<file path="src/rtl/hazard_pkg.sv">
// hazard_pkg
//   Shared types and helpers for the pipeline hazard controller.
//   - md_state_t : MUL/DIV sequencer state (IDLE, BUSY, DONE)
//   - fwd_sel_t  : execute-stage forwarding mux select
//   - FWD_*      : forwarding select encodings
//   - fwd_select : priority forwarding decision for one source operand
package hazard_pkg;

  typedef enum logic [1:0] {
    ST_IDLE = 2'b00,
    ST_BUSY = 2'b01,
    ST_DONE = 2'b10
  } md_state_t;

  typedef logic [1:0] fwd_sel_t;

  localparam fwd_sel_t FWD_RF  = 2'b00;
  localparam fwd_sel_t FWD_WB  = 2'b01;
  localparam fwd_sel_t FWD_MEM = 2'b10;

  // The memory stage holds the younger result, so it is checked first.
  // x0 is hard-wired to zero and is never forwarded.
  function automatic fwd_sel_t fwd_select(
    input logic [4:0] rs,
    input logic [4:0] rd_m,
    input logic       we_m,
    input logic [4:0] rd_w,
    input logic       we_w
  );
    fwd_sel_t sel;
    sel = FWD_RF;
    if (we_m && (rd_m != 5'd0) && (rd_m == rs)) begin
      sel = FWD_MEM;
    end else if (we_w && (rd_w != 5'd0) && (rd_w == rs)) begin
      sel = FWD_WB;
    end
    return sel;
  endfunction

endpackage

</file>
<file path="src/rtl/hazard_ctrl_muldiv_seq.sv">
// muldiv_seq
//   Sequencer for a multi-cycle MUL/DIV held in the execute stage.
//   The instruction occupies execute for exactly LAT cycles: one start
//   cycle (IDLE, go pulse), LAT-2 BUSY cycles, and one DONE cycle in
//   which the result is valid and the pipeline is released.
// Ports:
//   clk_i, rst_i    : clock, synchronous active-high reset
//   mul_div_e_i     : execute instruction is MUL/DIV-class
//   is_div_e_i      : selects DIV_LAT instead of MUL_LAT (sampled in IDLE)
//   go_o            : one-cycle start pulse to the arithmetic unit (comb)
//   done_o          : result valid this cycle (registered)
//   busy_o          : sequencer not in IDLE (registered)
//   mul_stall_o     : hold the front of the pipeline (comb)
module muldiv_seq
  import hazard_pkg::*;
#(
  parameter int MUL_LAT = 3,
  parameter int DIV_LAT = 33
) (
  input  logic clk_i,
  input  logic rst_i,
  input  logic mul_div_e_i,
  input  logic is_div_e_i,
  output logic go_o,
  output logic done_o,
  output logic busy_o,
  output logic mul_stall_o
);

  localparam int CNT_W = $clog2(DIV_LAT);

  md_state_t        state_reg;
  logic [CNT_W-1:0] cnt_reg;
  logic             done_reg;
  logic             busy_reg;
  logic             start;

  assign start       = (state_reg == ST_IDLE) && mul_div_e_i;
  assign go_o        = start;
  // The start cycle already counts as a stalled execute cycle.
  assign mul_stall_o = start || (state_reg == ST_BUSY);
  assign done_o      = done_reg;
  assign busy_o      = busy_reg;

  always_ff @(posedge clk_i) begin
    if (rst_i) begin
      state_reg <= ST_IDLE;
      cnt_reg   <= '0;
      done_reg  <= 1'b0;
      busy_reg  <= 1'b0;
    end else begin
      unique case (state_reg)
        ST_IDLE: begin
          if (mul_div_e_i) begin
            state_reg <= ST_BUSY;
            busy_reg  <= 1'b1;
            // Start + (LAT-2) BUSY cycles + DONE = LAT cycles in execute.
            cnt_reg   <= is_div_e_i ? CNT_W'(DIV_LAT - 2) : CNT_W'(MUL_LAT - 2);
          end
        end
        ST_BUSY: begin
          cnt_reg <= cnt_reg - 1'b1;
          if (cnt_reg == CNT_W'(1)) begin
            state_reg <= ST_DONE;
            done_reg  <= 1'b1;
          end
        end
        ST_DONE: begin
          // The held instruction leaves execute now; it is never restarted.
          state_reg <= ST_IDLE;
          done_reg  <= 1'b0;
          busy_reg  <= 1'b0;
        end
        default: begin
          state_reg <= ST_IDLE;
          done_reg  <= 1'b0;
          busy_reg  <= 1'b0;
        end
      endcase
    end
  end

endmodule

</file>
<file path="src/rtl/hazard_ctrl.sv">
// hazard_ctrl
//   Hazard and multi-cycle scheduling controller for a five-stage RV32
//   pipeline: execute-stage operand forwarding, load-use stalls,
//   taken-branch flushes, and MUL/DIV sequencing.
// Ports:
//   clk_i, rst_i                  : clock, synchronous active-high reset
//   Rs1D_i, Rs2D_i                : decode source registers
//   Rs1E_i, Rs2E_i, RdE_i         : execute source/destination registers
//   RdM_i, RdW_i                  : memory/writeback destinations
//   RegWriteM_i, RegWriteW_i      : memory/writeback write enables
//   LoadE_i                       : execute instruction is a load
//   PCSrcE_i                      : taken branch / jump in execute
//   MulDivE_i, IsDivE_i           : execute is MUL/DIV; DIV selects DIV_LAT
//   ForwardAE_o, ForwardBE_o      : forwarding selects (00 RF, 10 MEM, 01 WB)
//   StallF_o, StallD_o, StallE_o  : hold PC, IF/ID, ID/EX
//   FlushD_o, FlushE_o, FlushM_o  : bubble into IF/ID, ID/EX, EX/MEM
//   MulDivGo_o, MulDivDone_o, MulDivBusy_o : MUL/DIV sequencing
module hazard_ctrl
  import hazard_pkg::*;
#(
  parameter int MUL_LAT = 3,
  parameter int DIV_LAT = 33
) (
  input  logic       clk_i,
  input  logic       rst_i,
  input  logic [4:0] Rs1D_i,
  input  logic [4:0] Rs2D_i,
  input  logic [4:0] Rs1E_i,
  input  logic [4:0] Rs2E_i,
  input  logic [4:0] RdE_i,
  input  logic [4:0] RdM_i,
  input  logic [4:0] RdW_i,
  input  logic       RegWriteM_i,
  input  logic       RegWriteW_i,
  input  logic       LoadE_i,
  input  logic       PCSrcE_i,
  input  logic       MulDivE_i,
  input  logic       IsDivE_i,
  output logic [1:0] ForwardAE_o,
  output logic [1:0] ForwardBE_o,
  output logic       StallF_o,
  output logic       StallD_o,
  output logic       StallE_o,
  output logic       FlushD_o,
  output logic       FlushE_o,
  output logic       FlushM_o,
  output logic       MulDivGo_o,
  output logic       MulDivDone_o,
  output logic       MulDivBusy_o
);

  // ---------------------------------------------------------------
  // Forwarding, one identical decision per execute source operand
  // ---------------------------------------------------------------
  logic [4:0] rs_e [2];
  fwd_sel_t   fwd_sel [2];

  assign rs_e[0] = Rs1E_i;
  assign rs_e[1] = Rs2E_i;

  genvar gi;
  generate
    for (gi = 0; gi < 2; gi++) begin : g_fwd
      assign fwd_sel[gi] = fwd_select(rs_e[gi], RdM_i, RegWriteM_i, RdW_i, RegWriteW_i);
    end
  endgenerate

  assign ForwardAE_o = fwd_sel[0];
  assign ForwardBE_o = fwd_sel[1];

  // ---------------------------------------------------------------
  // MUL/DIV sequencer
  // ---------------------------------------------------------------
  logic mul_stall;

  muldiv_seq #(
    .MUL_LAT (MUL_LAT),
    .DIV_LAT (DIV_LAT)
  ) u_muldiv_seq (
    .clk_i       (clk_i),
    .rst_i       (rst_i),
    .mul_div_e_i (MulDivE_i),
    .is_div_e_i  (IsDivE_i),
    .go_o        (MulDivGo_o),
    .done_o      (MulDivDone_o),
    .busy_o      (MulDivBusy_o),
    .mul_stall_o (mul_stall)
  );

  // ---------------------------------------------------------------
  // Stall / flush merging
  // ---------------------------------------------------------------
  logic lw_match;
  logic lw_stall;
  logic front_hold;

  assign lw_match = LoadE_i && (RdE_i != 5'd0) &&
                    ((RdE_i == Rs1D_i) || (RdE_i == Rs2D_i));

  // While a MUL/DIV holds ID/EX, the execute instruction is not a load
  // that could advance, so the load-use check is meaningless.
  assign lw_stall = lw_match && !mul_stall;

  // A taken branch squashes the decode instruction anyway, so stalling
  // it for a load-use hazard would only waste a cycle.
  assign front_hold = mul_stall || (lw_stall && !PCSrcE_i);

  assign StallF_o = front_hold;
  assign StallD_o = front_hold;
  assign StallE_o = mul_stall;
  assign FlushD_o = PCSrcE_i;
  assign FlushE_o = !mul_stall && (lw_stall || PCSrcE_i);
  assign FlushM_o = mul_stall;

endmodule
</file>
<file path="config.mk">
export PLATFORM = sky130hd
export DESIGN_NAME = hazard_ctrl
export DESIGN_NICKNAME = d
export VERILOG_FILES = /design/src/rtl/hazard_pkg.sv /design/src/rtl/hazard_ctrl_muldiv_seq.sv /design/src/rtl/hazard_ctrl.sv
export SDC_FILE = /design/constraint.sdc
export NUM_CORES = 1
export LEC_CHECK = 0
export CORE_UTILIZATION = 36
export CTS_CLUSTER_DIAMETER = 200
export CTS_CLUSTER_SIZE = 25
export DETAILED_ROUTE_END_ITERATION = 8
export PLACE_DENSITY_LB_ADDON = 0.3
export SLEW_MARGIN = 5
export SYNTH_ARGS = -nofsm -noshare
export SYNTH_HDL_FRONTEND = slang
export SYNTH_SLANG_ARGS = --single-unit
</file>
<file path="constraint.sdc">
create_clock -name clk_i -period 1.7 [get_ports clk_i]
set_input_delay 0.34 -clock clk_i [delete_from_list [all_inputs] [get_ports clk_i]]
set_output_delay 0.34 -clock clk_i [all_outputs]
set_load 0.005 [all_outputs]
</file>
==> results of run 1 <==
-- tightest hold or removal path, cell delays in order (launching register included) --
cell      delay [ps]
dfxtp_1          310
nand2b_1          70
a21oi_1           60
-- final cells by class --
type	instances	area [µm²]	area share, %
clock buffers	3	22.5	1.25
inverters	4	15.0	0.834
multi-input cells	93	823	45.7
flip-flops and latches	10	205	11.4
well taps	28	35.0	1.95
repair buffers	86	699	38.8
-- layer usage --
layer  share of wire (%)  vias to the layer above  global-route usage (%)
li1                    -                      561                       -
met1                  36                      543                    24.1
met2                  56                       58                    50.0
met3                 5.0                       13                    2.63
met4                 2.3                        0                    9.46
met5                   0                        -                       0
-- synthesized netlist by cell type --
library cell	n	area share, %
xor2_1	24	23
dfxtp_1	10	22
nor2_1	9	3.8
a21oi_1	8	4.5
xnor2_1	6	5.9
inv_1	4	1.7
nand2_1	4	1.7
nand2b_1	4	2.8
nand3_1	4	2.2
nor3_1	4	2.2
o21ai_0	4	2.2
or4_1	4	3.4
buf_4	3	2.5
a31oi_1	2	1.4
ha_1	2	2.8
nand3b_1	2	1.7
nor4_1	2	1.4
nor4_2	2	2.8
o31ai_1	2	1.7
a211oi_1	1	0.84
a22oi_1	1	0.84
clkbuf_1	1	0.42
mux2_2	1	1.3
nor2b_1	1	0.70
nor3b_1	1	0.84
o21ai_1	1	0.56
o21ai_2	1	0.98
o21bai_1	1	0.84
or3b_2	1	0.98
or4_4	1	1.3
-- logic make-up (layout without fill, tap and decap cells) --
| family | count (synthesis) | in the layout |
|---|---|---|
| adder cells (fa/ha/maj) | 2 | 2 |
| flip-flops | 10 | 10 |
| buffers and inverters | 8 | 93 |
| XOR/XNOR | 30 | 30 |
| AND/OR/NAND/NOR | 39 | 39 |
| AO/OA/AOI/OAI | 21 | 21 |
| multiplexers | 1 | 1 |
-- path summary, 6_finish.rpt --
kind | end | start | slack, ps
hold reg to reg | u_muldiv_seq.busy_o | u_muldiv_seq.busy_o | 480
setup / recovery | ForwardAE_o[0] | RdM_i[2] | -270
hold / removal | u_muldiv_seq.busy_o | u_muldiv_seq.busy_o | 480
setup reg to reg | u_muldiv_seq.cnt_reg[4] | u_muldiv_seq.state_reg[0] | 380
-- per-stage QoR --
step | util (%) | setup TNS (ps)
2_1_floorplan | - | 0
3_3_place_gp | 71.8 | -7570
3_5_place_dp | 71.8 | -8170
4_1_cts | 77.4 | -868
5_1_grt | 79.1 | -826
6_report | 79.1 | -650
-- power by group --
part	internal (mW)	switching [mW]	total, mW
clock network	0.0818	0.0809	0.163
logic	0.279	0.225	0.504
registers	0.263	0.0283	0.292
-- timing repair --
item / in CTS / in global routing
setup endpoints to repair: 11 / 7
hold buffers: 0 / 0
setup buffers: 2 / 5
gates resized for setup: 166 / 31
pin swaps: 32 / 18
==> impl_results.md, run 1 <==
- Number of H-tree levels: 1
- Crit path capture type: output port
- Sequential-to-total area share from yosys stat: between 20% and 30%
- Status: finished, violations left
- Root Buffer: clkbuf_4
- Hold_ws: 484 ps
- Avg Cell Area, Syn: 8.06 µm²
- PD cells: approximately 530 nW/µm²
- Area after DPL: 1630 µm²
- Clk sinks: 10
- Largest delay share family, worst path: simple AND/OR/NAND/NOR gates
- Final WS setup: -270 ps
- Worst slew pin tran: approximately 420 ps
- Slew Limit Headroom: a little under three quarters
- Ports: 56
- Synthesized-area fraction occupied by adder cells: 2.80%
- Post-Route Skew: ~3.3 ps
- Site Rows: 17
- Diode count: 0
- RSZ-0062 raised after global routing: true
- First-pass DRT Iterations: 4
- DR vias: 1175
- Maximum VDD drop: 0.456 mV
- Synthesized area: 895 µm²
- Startpoint Class: primary input
- Number of antenna violations at the first check in global routing: 0
- Post-DP HPWL: 2420 µm
- Full die area: 2690 µm²
- Synth Area in Compound Gates: 13.8%
- Width of the die: 51.9 µm
- Longest Clk Path Bufs: 2
- GRT Util Overall: 24.4%
- Dpl ws: -1120 ps
- Largest family of logic cells by synthesized area: XOR/XNOR gates
- First-pass GRT wire length: between 4000 and 5000 µm
- Design area: 1800 µm²
- Routed wire length: approximately 3400 µm
- Most frequent cells in the layout: 23 x buf_4, 22 x xor2_1, 18 x buf_2
- Reg clk slew, reported paths: ~70 ps
- Initial core utilization: 39.3%
- Total of warnings raised by yosys: 0
- Cell depth of the worst min-delay path: 2
- Period utilisation layout: 116%
- Max cap viols: 0
- CP max stage delay: 530 ps
- CP Data Required Time: 1360 ps
- Routed vias/inst: 5.25
- Cts bufs inserted: 3
- Cell variety after synth: 30
- Vias in the first global route: 1132
- Synth Area in Simple Gates: 25.7%
- CP max FO: 2
- Post-placement cell count: roughly 210
- 1st-iter DRT viols: 23
- Register-to-Register Path Depth: 5
- Fmax: 508 MHz
- Failing checks: negative setup slack
- Critical-path top delay cell: or4_4
- Critical path depth: 6
- Chip Height: between 50 and 60 µm
- Post-route minimum period: 1970 ps
- Leakage: 0.814 nW
- Setup Crit Path Kind: in -> out
- Buf/Inv on CP: 2
- FF+latch count, synth: 10
- Pin count of the biggest net entering global routing: 11
- TritonCTS clock tree: built
- Grt ovf: 0
- Finish-stage setup viols: 4
- XOR/XNOR Fraction of Synth Area: between 20% and 30%
- Total power: 0.958 mW
- GPL Wtd Cong: a little under 0.8
- Fin. Hold Viols: 0
- Fin cells: 224
- # fillers: 152
- Hold crit path type: reg -> reg
- Layout cell share with drive strength beyond 1: 51.0%
- Largest register FFs: 6
- Worst path arrival time: about 1600 ps
- Commonest non-fill, non-tap cell in the layout: buf_4
- Post-route DRC: 0
- Max Transition Viols Final: 0
- Clock latency on the worst-skew pair: 260 ps
- Multiplexer share of the synthesized area: 1.26%
- Routed Antenna Nets: 0
- Routed wire per std cell: 15.2 µm
- Nets: between 200 and 250
- Core Footprint: between 2000 and 2500 µm²
- Mapped Nets: 156
- Critical-path cell list: buf_6 -> or4_4 -> o21ai_4 -> nor4_4 -> nor4_2 -> buf_2
- Area growth from synthesis to layout: 101%
- IO Port Bufs: 55
- Mapped Cells: 111
Note: power is estimated with default switching activity, not from simulation.
==> run 2, diff against run 1 <==
Settings changed: ABC_CLOCK_PERIOD_IN_PS set to 1700, CTS_BUF_LIST set to sky130_fd_sc_hd__clkbuf_16.
==> run 2 against run 1 <==
Net effect: the run still ends with negative setup slack left; largest power group unchanged; combinational power is 3% lower; die area stayed put; highest routed layer unchanged; final cell count is 1.3% lower; via count is 2.9% lower; hold slack worse by 7.4 ps; critical endpoint unchanged.
==> impl_results.md, run 2 (synthesis gave the netlist of run 1 again) <==
- First-pass DRT Iterations: 4
- Worst path arrival time: 1650 ps
- Largest register FFs: 6
- Register-to-Register Path Depth: 5
- Chip Height: roughly 52 µm
- Crit path capture type: output port
- Max Transition Viols Final: 0
- DR vias: 1141
- Met3 Use GR: between 3 and 4%
- Fin. Hold Viols: 0
- Total power: 1.20 mW
- CP max FO: 2
- Clock latency on the worst-skew pair: roughly 240 ps
- Post-Route Skew: 1.79 ps
- RSZ-0062 raised after global routing: true
- Slack of the worst reg-to-reg path: 300 ps
- Finish-stage setup viols: 4
- GPL Wtd Cong: 0.783
- Root Buffer: clkbuf_16
- Vias in the first global route: 1091
- Startpoint Class: primary input
- Width of the die: 51.9 µm
- Maximum VDD drop: 0.597 mV
- Routed wire per std cell: 16.0 µm
- Diode count: 0
- Leakage: 0.829 nW
- Most frequent cells in the layout: 23 x buf_4, 21 x xor2_1, 17 x buf_2
- Area growth from synthesis to layout: 104%
- Number of H-tree levels: 1
- Worst slew pin tran: 404 ps
- Global Route met2 Usage: 47.9%
- Max cap viols: 0
- Full die area: approximately 2700 µm²
- R2r endpoint: u_muldiv_seq.cnt_reg[2]
- TritonCTS clock tree: built
- Core Footprint: around 2300 µm²
- Cell depth of the worst min-delay path: 2
- Met1 GRT Util: about 26%
- Routed Antenna Nets: 0
- Longest Clk Path Bufs: 2
- Cts bufs inserted: 3
- Hold crit path type: reg -> reg
- PD cells: approximately 660 nW/µm²
- Design area: about 1800 µm²
- Commonest non-fill, non-tap cell in the layout: buf_4
- First-pass GRT wire length: 4770 µm
- GRT Util Overall: between 20% and 30%
- CP max stage delay: 530 ps
- Critical-path top delay cell: or4_4
- Critical-path cell list: buf_6 -> or4_4 -> o21ai_4 -> nor4_4 -> nor4_2 -> buf_2
- Ports: 56
- Dpl ws: -1120 ps
- HP Start: u_muldiv_seq.done_o
- Clk sinks: 10
- Routed vias/inst: 5.16
- Number of antenna violations at the first check in global routing: 0
- Pin count of the biggest net entering global routing: 11
- Hold Buf Count CTS: 0
- Grt ovf: 0
- Period utilisation layout: 117%
- Initial core utilization: 39.3%
- CP Data Required Time: between 1000 and 1500 ps
- Failing checks: negative setup slack
- Routed wire length: 3530 µm
- Post-DP HPWL: 2420 µm
- Worst Hold End: u_muldiv_seq.done_o
- Setup Crit Path Kind: in -> out
- Final WS setup: -292 ps
- Reg clk slew, reported paths: 40 ps
- Site Rows: 17
- Post-route DRC: 0
- Area after DPL: ~1600 µm²
- Slew Limit Headroom: 73.0%
- Gr busiest metal: met2
- Status: finished, violations left
- Reg2reg start: u_muldiv_seq.state_reg[1]
- IO Port Bufs: 55
- 1st-iter DRT viols: 16
- Layout cell share with drive strength beyond 1: 51.3%
- Fmax: 502 MHz
- Nets: 240
- Post-placement cell count: approximately 210
- Fin cells: 221
- Post-route minimum period: 1990 ps
[run 2: cell count changes in the layout (fill, tap and decap cells not counted), sizes merged]
cell,delta
buf,-4
clkbuf,+2
clkdlybuf4s15,-1
clkdlybuf4s50,-1
dlymetal6s2s,+1
[run 2: cell type report]
class / instances / area [µm²]
multi-input combinational: 93 / 831
timing repair buffer: 83 / 664
fill: 140 / 454
sequential: 10 / 201
clock buffer: 3 / 75.1
tap: 28 / 35.0
inverter: 4 / 15.0
[run 2: worst max path at each step]
| stage | cells past startpoint | startpoint | endpoint |
|---|---|---|---|
| 2_1_floorplan | 4 | RdE_i[1] | StallF_o |
| 3_3_place_gp | 6 | RdW_i[4] | ForwardBE_o[0] |
| 3_5_place_dp | 6 | RdW_i[4] | ForwardAE_o[0] |
| 4_1_cts | 6 | RdM_i[1] | ForwardAE_o[0] |
| 5_1_grt | 6 | RdW_i[2] | ForwardBE_o[0] |
| 6_report | 6 | RdM_i[2] | ForwardAE_o[0] |
[run 2: metrics by stage]
| stage | setup TNS, ps | hold WS [ps] | util (%) |
|---|---|---|---|
| after floorplan | 0 | 466 | - |
| after global placement | -7570 | 457 | 71.8 |
| after detailed placement | -8170 | 471 | 71.8 |
| after CTS | -841 | 478 | 78.2 |
| after global routing | -876 | 504 | 80.0 |
| final | -705 | 476 | 80.0 |
[run 2: layer usage]
metal  vias up  part of all wire [%]
met4         0                   2.0
met2        54                    56
met3        11                   4.8
met1       525                    37
met5         -                     0
li1        551                     -
[run 2: worst max-delay path: cells and delay by family]
family          cells  cell delay (ps)
compound gates      1              200
buf+inv             2              240
simple gates        3              870
[run 2: power by group]
| part | total [mW] | switching (mW) | internal (mW) |
|---|---|---|---|
| registers | 0.293 | 0.0285 | 0.265 |
| clock network | 0.418 | 0.113 | 0.305 |
| logic | 0.491 | 0.228 | 0.263 |
| total | 1.20 | 0.369 | 0.834 |
[run 2: repair_timing]
item / in CTS / in global routing
endpoints found under the setup margin: 11 / 7
gates resized for setup: 159 / 36
setup buffers: 1 / 3
endpoints found under the hold margin: 0 / 0
pin swaps: 32 / 21
cloned: 0 / 0
